File: config.mk
export PLATFORM = sky130hd
export DESIGN_NAME = bcd_scan_display
export DESIGN_NICKNAME = d
export VERILOG_FILES = /design/src/rtl/bcd_pkg.sv /design/src/rtl/double_dabble_core.sv /design/src/rtl/bcd_scan_display.sv
export SDC_FILE = /design/constraint.sdc
export NUM_CORES = 1
export LEC_CHECK = 0
export ABC_CLOCK_PERIOD_IN_PS = 2850
export CAP_MARGIN = 40
export CORE_UTILIZATION = 35
export DETAILED_ROUTE_END_ITERATION = 10
export PLACE_DENSITY = 0.53
export SLEW_MARGIN = 20
export SYNTH_ARGS = -nofsm -noshare
export SYNTH_HDL_FRONTEND = slang
export SYNTH_HIERARCHICAL = 1
export SYNTH_SLANG_ARGS = --single-unit
File: constraint.sdc
create_clock -name clock -period 2.85 [get_ports clock]
set_input_delay 0.57 -clock clock [delete_from_list [all_inputs] [get_ports clock]]
set_output_delay 0.57 -clock clock [all_outputs]
set_load 0.01 [all_outputs]
File: src/rtl/bcd_pkg.sv
// Shared constants, converter state type and sizing helper for the BCD display slice.
package bcd_pkg;

   localparam int BCD_W = 4;
   localparam logic [BCD_W-1:0] ADD3_THRESHOLD = 4'd5;

   typedef enum logic [1:0] {
      IDLE   = 2'd0,
      SHIFT  = 2'd1,
      COMMIT = 2'd2
   } conv_state_e;

   // Width of the digit_place index; never narrower than one bit.
   function automatic int bcd_place_w(input int digits);
      return (digits > 1) ? $clog2(digits) : 1;
   endfunction

endpackage

File: src/rtl/double_dabble_core.sv
// Iterative binary-to-BCD converter: one double-dabble step per clock behind a valid/ready handshake.
// commit is high in the cycle whose closing edge publishes bcd/ovf; done pulses right after it.
module double_dabble_core
   import bcd_pkg::*;
#(
   parameter int WIDTH  = 16,
   parameter int DIGITS = 5
) (
   input  logic                      clock,
   input  logic                      reset_n,
   input  logic                      in_valid,
   input  logic [WIDTH-1:0]          in_binary,
   output logic                      in_ready,
   output logic                      commit,
   output logic                      done,
   output logic [BCD_W*DIGITS-1:0]   bcd,
   output logic                      ovf
);

   localparam int SW = BCD_W * DIGITS;
   localparam int CW = $clog2(WIDTH + 1);
   localparam logic [CW-1:0] CNT_LOAD = CW'(WIDTH);

   conv_state_e       state_q;
   logic [WIDTH-1:0]  word_q;
   logic [WIDTH-1:0]  word_d;
   logic [SW-1:0]     scratch_q;
   logic [SW-1:0]     scratch_d;
   logic [SW-1:0]     adj;
   logic [CW-1:0]     cnt_q;
   logic              ovf_q;
   logic              carry_d;
   logic              ready_q;
   logic              done_q;

   for (genvar gi = 0; gi < DIGITS; gi++) begin : g_add3
      logic [BCD_W-1:0] nib;
      assign nib = scratch_q[gi*BCD_W +: BCD_W];
      assign adj[gi*BCD_W +: BCD_W] = (nib >= ADD3_THRESHOLD) ? nib + 4'd3 : nib;
   end

   // The bit leaving the top nibble means the value no longer fits in DIGITS digits.
   assign {carry_d, scratch_d, word_d} = {adj, word_q, 1'b0};

   always_ff @(posedge clock or negedge reset_n) begin
      if (!reset_n) begin
         state_q   <= IDLE;
         word_q    <= '0;
         scratch_q <= '0;
         cnt_q     <= '0;
         ovf_q     <= 1'b0;
         ready_q   <= 1'b1;
         done_q    <= 1'b0;
      end else begin
         done_q <= 1'b0;
         case (state_q)
            IDLE: begin
               if (in_valid && ready_q) begin
                  word_q    <= in_binary;
                  scratch_q <= '0;
                  ovf_q     <= 1'b0;
                  cnt_q     <= CNT_LOAD;
                  ready_q   <= 1'b0;
                  state_q   <= SHIFT;
               end
            end
            SHIFT: begin
               word_q    <= word_d;
               scratch_q <= scratch_d;
               ovf_q     <= ovf_q | carry_d;
               cnt_q     <= cnt_q - 1'b1;
               if (cnt_q == CW'(1)) begin
                  state_q <= COMMIT;
               end
            end
            COMMIT: begin
               ready_q <= 1'b1;
               done_q  <= 1'b1;
               state_q <= IDLE;
            end
            default: begin
               ready_q <= 1'b1;
               state_q <= IDLE;
            end
         endcase
      end
   end

   assign in_ready = ready_q;
   assign commit   = (state_q == COMMIT);
   assign done     = done_q;
   assign bcd      = scratch_q;
   assign ovf      = ovf_q;

endmodule

File: src/rtl/bcd_scan_display.sv
// Binary-to-BCD converter feeding a frame-synchronous multiplexed digit scanner.
// Optional feature macro: LEADING_ZERO_BLANK_EN (leading-zero blanking on digit_blank).
module bcd_scan_display
   import bcd_pkg::*;
#(
   parameter int WIDTH      = 16,
   parameter int DIGITS     = 5,
   parameter int DWELL_POW2 = 14
) (
   input  logic                              clock,
   input  logic                              reset_n,
   input  logic                              in_valid,
   input  logic [WIDTH-1:0]                  in_binary,
   output logic                              in_ready,
   output logic                              conv_done,
   output logic [3:0]                        digit,
   output logic [bcd_place_w(DIGITS)-1:0]    digit_place,
   output logic                              digit_blank,
   output logic                              overflow
);

   localparam int SW = BCD_W * DIGITS;
   localparam int PW = bcd_place_w(DIGITS);
   localparam logic [PW-1:0] LAST_PLACE = PW'(DIGITS - 1);

   logic                  core_commit;
   logic [SW-1:0]         core_bcd;
   logic                  core_ovf;
   logic [SW-1:0]         pending_q;
   logic                  pending_ovf_q;
   logic                  pending_valid_q;
   logic [SW-1:0]         display_q;
   logic                  display_ovf_q;
   logic [DWELL_POW2-1:0] dwell_q;
   logic [PW-1:0]         place_q;
   logic                  frame_start;

   double_dabble_core #(
      .WIDTH  (WIDTH),
      .DIGITS (DIGITS)
   ) u_core (
      .clock     (clock),
      .reset_n   (reset_n),
      .in_valid  (in_valid),
      .in_binary (in_binary),
      .in_ready  (in_ready),
      .commit    (core_commit),
      .done      (conv_done),
      .bcd       (core_bcd),
      .ovf       (core_ovf)
   );

   // The edge that wraps place 0 back to the most significant digit starts a new frame.
   assign frame_start = (&dwell_q) && (place_q == '0);

   always_ff @(posedge clock or negedge reset_n) begin
      if (!reset_n) begin
         dwell_q <= '0;
         place_q <= LAST_PLACE;
      end else begin
         dwell_q <= dwell_q + 1'b1;
         if (&dwell_q) begin
            place_q <= (place_q == '0) ? LAST_PLACE : place_q - 1'b1;
         end
      end
   end

   // A commit landing on the frame-start edge bypasses pending so it is shown without a frame of delay.
   always_ff @(posedge clock or negedge reset_n) begin
      if (!reset_n) begin
         pending_q       <= '0;
         pending_ovf_q   <= 1'b0;
         pending_valid_q <= 1'b0;
         display_q       <= '0;
         display_ovf_q   <= 1'b0;
      end else if (frame_start) begin
         if (core_commit) begin
            display_q       <= core_bcd;
            display_ovf_q   <= core_ovf;
            pending_valid_q <= 1'b0;
         end else if (pending_valid_q) begin
            display_q       <= pending_q;
            display_ovf_q   <= pending_ovf_q;
            pending_valid_q <= 1'b0;
         end
      end else if (core_commit) begin
         pending_q       <= core_bcd;
         pending_ovf_q   <= core_ovf;
         pending_valid_q <= 1'b1;
      end
   end

   always_comb begin
      digit = '0;
      for (int i = 0; i < DIGITS; i++) begin
         if (place_q == PW'(i)) begin
            digit = display_q[i*BCD_W +: BCD_W];
         end
      end
   end

`ifdef LEADING_ZERO_BLANK_EN
   logic seen_nonzero;
   always_comb begin
      digit_blank  = 1'b0;
      seen_nonzero = 1'b0;
      for (int i = DIGITS - 1; i > 0; i--) begin
         seen_nonzero = seen_nonzero | (|display_q[i*BCD_W +: BCD_W]);
         if ((place_q == PW'(i)) && !seen_nonzero) begin
            digit_blank = 1'b1;
         end
      end
   end
`else
   assign digit_blank = 1'b0;
`endif

   assign digit_place = place_q;
   assign overflow    = display_ovf_q;

endmodule

* Word level (Yosys, flattened, before mapping)
Index checks and enable logic that the tools add are counted.
W data, S select, Z words.
** Word-level totals
- Register bits :: 106
- Bits of input ports :: 19
- Output and inout bits :: 11
- Logic and storage cells :: 82
** Operators by class
- Add/sub/neg operators :: 8
- Order comparisons :: 5
- Equality and inequality tests :: 9
- Multiplexer cells :: 30
- Bitwise operators :: 3
- Reduce and logical (&&, ||, !) cells :: 13
** Operators by type and width (number)
- $mux W20 :: 3
- $mux W4 :: 10
- $pmux W20 S2 :: 1
- $pmux W16 S2 :: 1
- $add A4 B2 Y4 const B :: 5
- $ge A4 B3 Y1 const B :: 5
- $mux W16 :: 1
- $add A14 B1 Y14 const B :: 1
- $reduce_and A14 Y1 :: 1
- $pmux W5 S2 :: 1
- $reduce_and A2 Y1 :: 5
- $eq A3 B2 Y1 const B :: 2
- $mux W1 :: 6
- $reduce_bool A2 Y1 :: 3
- $eq A5 B1 Y1 const B :: 1
- $mux W5 :: 1
- $sub A5 B1 Y5 const B :: 1
- $mux W2 :: 2
- $ne A2 B1 Y1 const B :: 2
- $pmux W1 S2 :: 2
- $pmux W2 S2 :: 1
- $eq A3 B1 Y1 const B :: 1
- $eq A3 B3 Y1 const B :: 1
- $logic_not A3 Y1 :: 1
- other kinds (8) :: 10

* Depth between registers and ports, before layout
- Word-level depth :: 6
- Depth in mapped cells :: 7
- Mapped depth without buffers :: 5

* Modules after synthesis
The synthesis kept the hierarchy.
** By module, submodules not included
- bcd_scan_display :: times used 1, cells each 245, area each 2780.2 um^2, seq. area each 1502.7 um^2
- double_dabble_core :: times used 1, cells each 243, area each 2439.8 um^2, seq. area each 1152.4 um^2

* Least setup slack after synthesis
OpenSTA, ideal clock, no wires.
- Path kind :: register to output
- Start :: reg place_q[0] (netlist: digit_place[0])
- End :: out digit[0]
- Arrival :: 1456 ps
- Required time :: 2280 ps
- Setup slack :: 824 ps
- Cell stages (with the launch flop) :: 5
- Path buffers :: 1
- Cells stage by stage :: dfrtp_1 clkbuf_1 mux4_1 inv_1 o21ai_0
** On the way
- Cells in the longest elaborated chain, start to end :: 6
- Elaborated cells between the ends (all ways) :: 10
- Those cells by class :: eq/ne: 4; mux: 5; reduce/logical: 1
** RTL lines
- from (decl) :: RTL line bcd_scan_display.sv:35 : logic [PW-1:0] place_q;
- from (signal assigned) :: RTL line bcd_scan_display.sv:63 : place_q <= (place_q == '0) ? LAST_PLACE : place_q - 1'b1;
- $logic_not A3 Y1 :: RTL line bcd_scan_display.sv:96 : if (place_q == PW'(i)) begin
- $mux W4 (4 in series) :: RTL line bcd_scan_display.sv:96
- $mux W4 * :: RTL line bcd_scan_display.sv:96
- to (decl) :: RTL line bcd_scan_display.sv:16 : output logic [3:0] digit,
Every way passes the cells marked *; elsewhere a longest branch is shown, timed or not.

* Final worst setup path
- Start :: reg place_q[0] (netlist: digit_place[0])
- End :: out digit[3]
The elaborated chain is that of the path after synthesis.

==> impl_metrics.ini <==
[status]
outcome = finished, final reports clean

[cts]
path_clk_slew_ns = 0.07
htree_levels = 3
cts_tree = built
ctsHoldBuffers = 0
cts_made_buffers = 9
ctsResizeCount = 0
clockBufferDepth = 2
clock-sinks = 106
cts_setup_buffers = 0
cts_root_buf = clkbuf_16
clkLatencyLatePin_ns = 0.35

[power]
leakagePower_nw = 2.70
pwr_density_cell_nw_per_um2 = 854
p_seq_share_pct = 43.5
p_sw_mw = 1.73
peakVddDrop_uv = 414
clkPwrFrac_pct = 26.5
power_frac_comb_pct = 30.0
p_sw_share_pct = 34.0
power.total_mw = 5.09
power.internal_mw = 3.36

[worst_hold_path]
min_path_type = in -> async

[critical_path]
cp_max_fo = 12
critPathKind = reg -> out
start_kind = flip-flop
ff2ff_path_depth = 5
required_ns = 2.28
ff2ff_setup_slack_ns = 0.76
reg2reg_to = display_q[19]
critPathArrivalTime_ns = 2.14
crit_path_end_kind = primary output
r2r-start = dwell_q[0]

[synth]
syn_inst = 488
yosysSeqAreaShare_pct = 50.9
synth-edff-count = 0
post_synth_num_cell_types = 55
async_reset_ff_share_pct = 100
synth_nets = 520
syn_area_sq_um = 5220
synth-main-ff-cell = dfrtp_1
synth-seq-cells = 106
yosysWarnings = 6
syn_avg_cell_area_sq_um = 10.7

[drt]
vias = 3568
viasPerCell = 5.11
drc = 0
drt_iter0_drc = 224
ant_nets = 0
wl_per_cell_microns = 15.1
wl_microns = 10500
firstDrtPassIters = 4

[placed_design]
dpl.hpwl_microns = 7360
dp_slack_ns = 0.507
place_congestion = 0.782
portBuffers = 28

[grt]
grt_max_degree = 49
antenna_found_initial = 0
grt_pass1_vias = 3663
grtUsageTotal_pct = 15.5
gr-total-overflow = 0
grt_pass1_wl_microns = 18300

[timing]
fmax_mhz = 369
setup_viol = 0
slew_viol_final = 0
finalClockSkew_ns = 0.00837
fin_ws_ns = 0.144
whs_ns = 0.236
fin_crit_sh_pct = 95.0
finalHoldViolCount = 0
worst_pin_slew_ns = 0.739
relSlewSlack_pct = 50.5
rsz0062_at_grt = false
layout_min_cycle_time_ns = 2.71
tns_ns = 0

[flow_run]
max_cap_viol_count = 0

[final_layout]
fin_util_pct = 41.0
syn_to_final_growth_pct = 14.3
fillers = 1435
drive_gt1_share_pct = 7.78
nets = 541
n_antenna_cell = 0

[floorplan]
coreArea_sq_um = 14500
ios = 30
core.rowCount = 44
die_h_microns = 124
dieArea_sq_um = 15400
die-width_microns = 124
start_util_pct = 35.9
## worst max-delay path by stage
stage	startpoint	slack [ns]	endpoint
6_report	digit_place[0]	0.14	digit[3]
5_1_grt	digit_place[0]	0.01	digit[3]
4_1_cts	digit_place[0]	0.12	digit[3]
3_5_place_dp	digit_place[0]	0.51	digit[3]
3_3_place_gp	digit_place[0]	0.55	digit[0]
2_1_floorplan	digit_place[0]	0.82	digit[0]
## registers in the layout (all words and copies together) (netlist names), 2 cells and up
signal	count
display_q	20
pending_q	20
u_core/bcd	20
u_core/word_q	16
dwell_q	14
u_core/cnt_q	5
digit_place	3
u_core/state_q	2
## cells in the final DEF, fill, tap and decap left out, drive strengths merged, types with 2 or more instances in the layout
cell type and n:
clkdlybuf4s50 27, a211oi 5, dfstp 2, nand4 2
nand2b 3, ha 13, buf 13, and2 2
and3 3, nand3 10, o2111ai 10, mux2 21
nor2b 6, a22oi 15, nand3b 2, o2bb2ai 21
clkinv 2, o21a 5, or3 2, nand2 52
inv 49, dfrtp 104, o32ai 5, and4 3
bufinv 2, o221ai 5, xor2 4, nor2 12
mux4 4, o22ai 6, o311ai 5, clkbuf 12
o21ai 57, xnor2 14
## cell usage after synthesis, types with 9 or more instances
cell type	number	share of area (%)
a22oi_1	15	2.2
buf_6	9	1.9
clkbuf_1	12	0.86
dfrtp_1	104	50
ha_1	13	3.1
inv_1	49	3.5
mux2_1	19	4.1
nand2_1	52	3.7
nand3_1	10	0.96
nor2_1	12	0.86
o2111ai_1	10	1.7
o21ai_0	57	5.5
o2bb2ai_1	21	3.5
xnor2_1	14	2.3
## through the flow
step	instances	area (sq um)
6_report	698	5970
5_1_grt	698	5970
4_1_cts	698	5970
3_5_place_dp	682	5640
3_3_place_gp	681	5620
2_1_floorplan	488	5220
## logic make-up (layout without fill, tap and decap cells)
logic type | Yosys count | in the layout | synth area share [%]
AOI/OAI and AO/OA | 140 | 140 | 18.6
and+or+nand+nor | 105 | 105 | 10.2
muxes | 26 | 26 | 6.81
other | 1 | 1 | 0.0718
xor gates and xnor gates | 18 | 18 | 3.02
DFF | 106 | 106 | 50.9
buffers and inverters | 79 | 105 | 7.29
adders and majority gates | 13 | 13 | 3.12
## worst max-delay path, cell delays in order (launching register included)
cell,delay (ns)
dfrtp_1,0.59
mux4_1,0.61
inv_1,0.06
o21ai_0,0.06
clkdlybuf4s50_1,0.48
## layer usage
layer	GRT usage, %	up-vias	share of wire, %
met5	0	-	0
met4	4.24	0	1.1
met3	4.90	8	4.0
met2	23.3	66	44
met1	21.4	1729	51
li1	-	1765	-
## cell type report
cell class,instances,area (sq um),area share (%)
Clock buffer,12,256,4.30
Clock inverter,4,73.8,1.24
Inverter,49,184,3.08
Multi-Input combinational cell,303,2190,36.7
Sequential cell,106,2660,44.5
Tap cell,184,230,3.86
Timing Repair Buffer,40,375,6.29
## power groups by stage
stage	sequential (mW)	combinational [mW]	clock (mW)
floorplan	2.13	1.25	0
global placement	2.23	1.47	0
detailed placement	2.24	1.54	0
CTS	2.22	1.55	1.40
global route	2.28	1.76	1.46
finish	2.22	1.53	1.35
(Power assumes the default switching activity.)
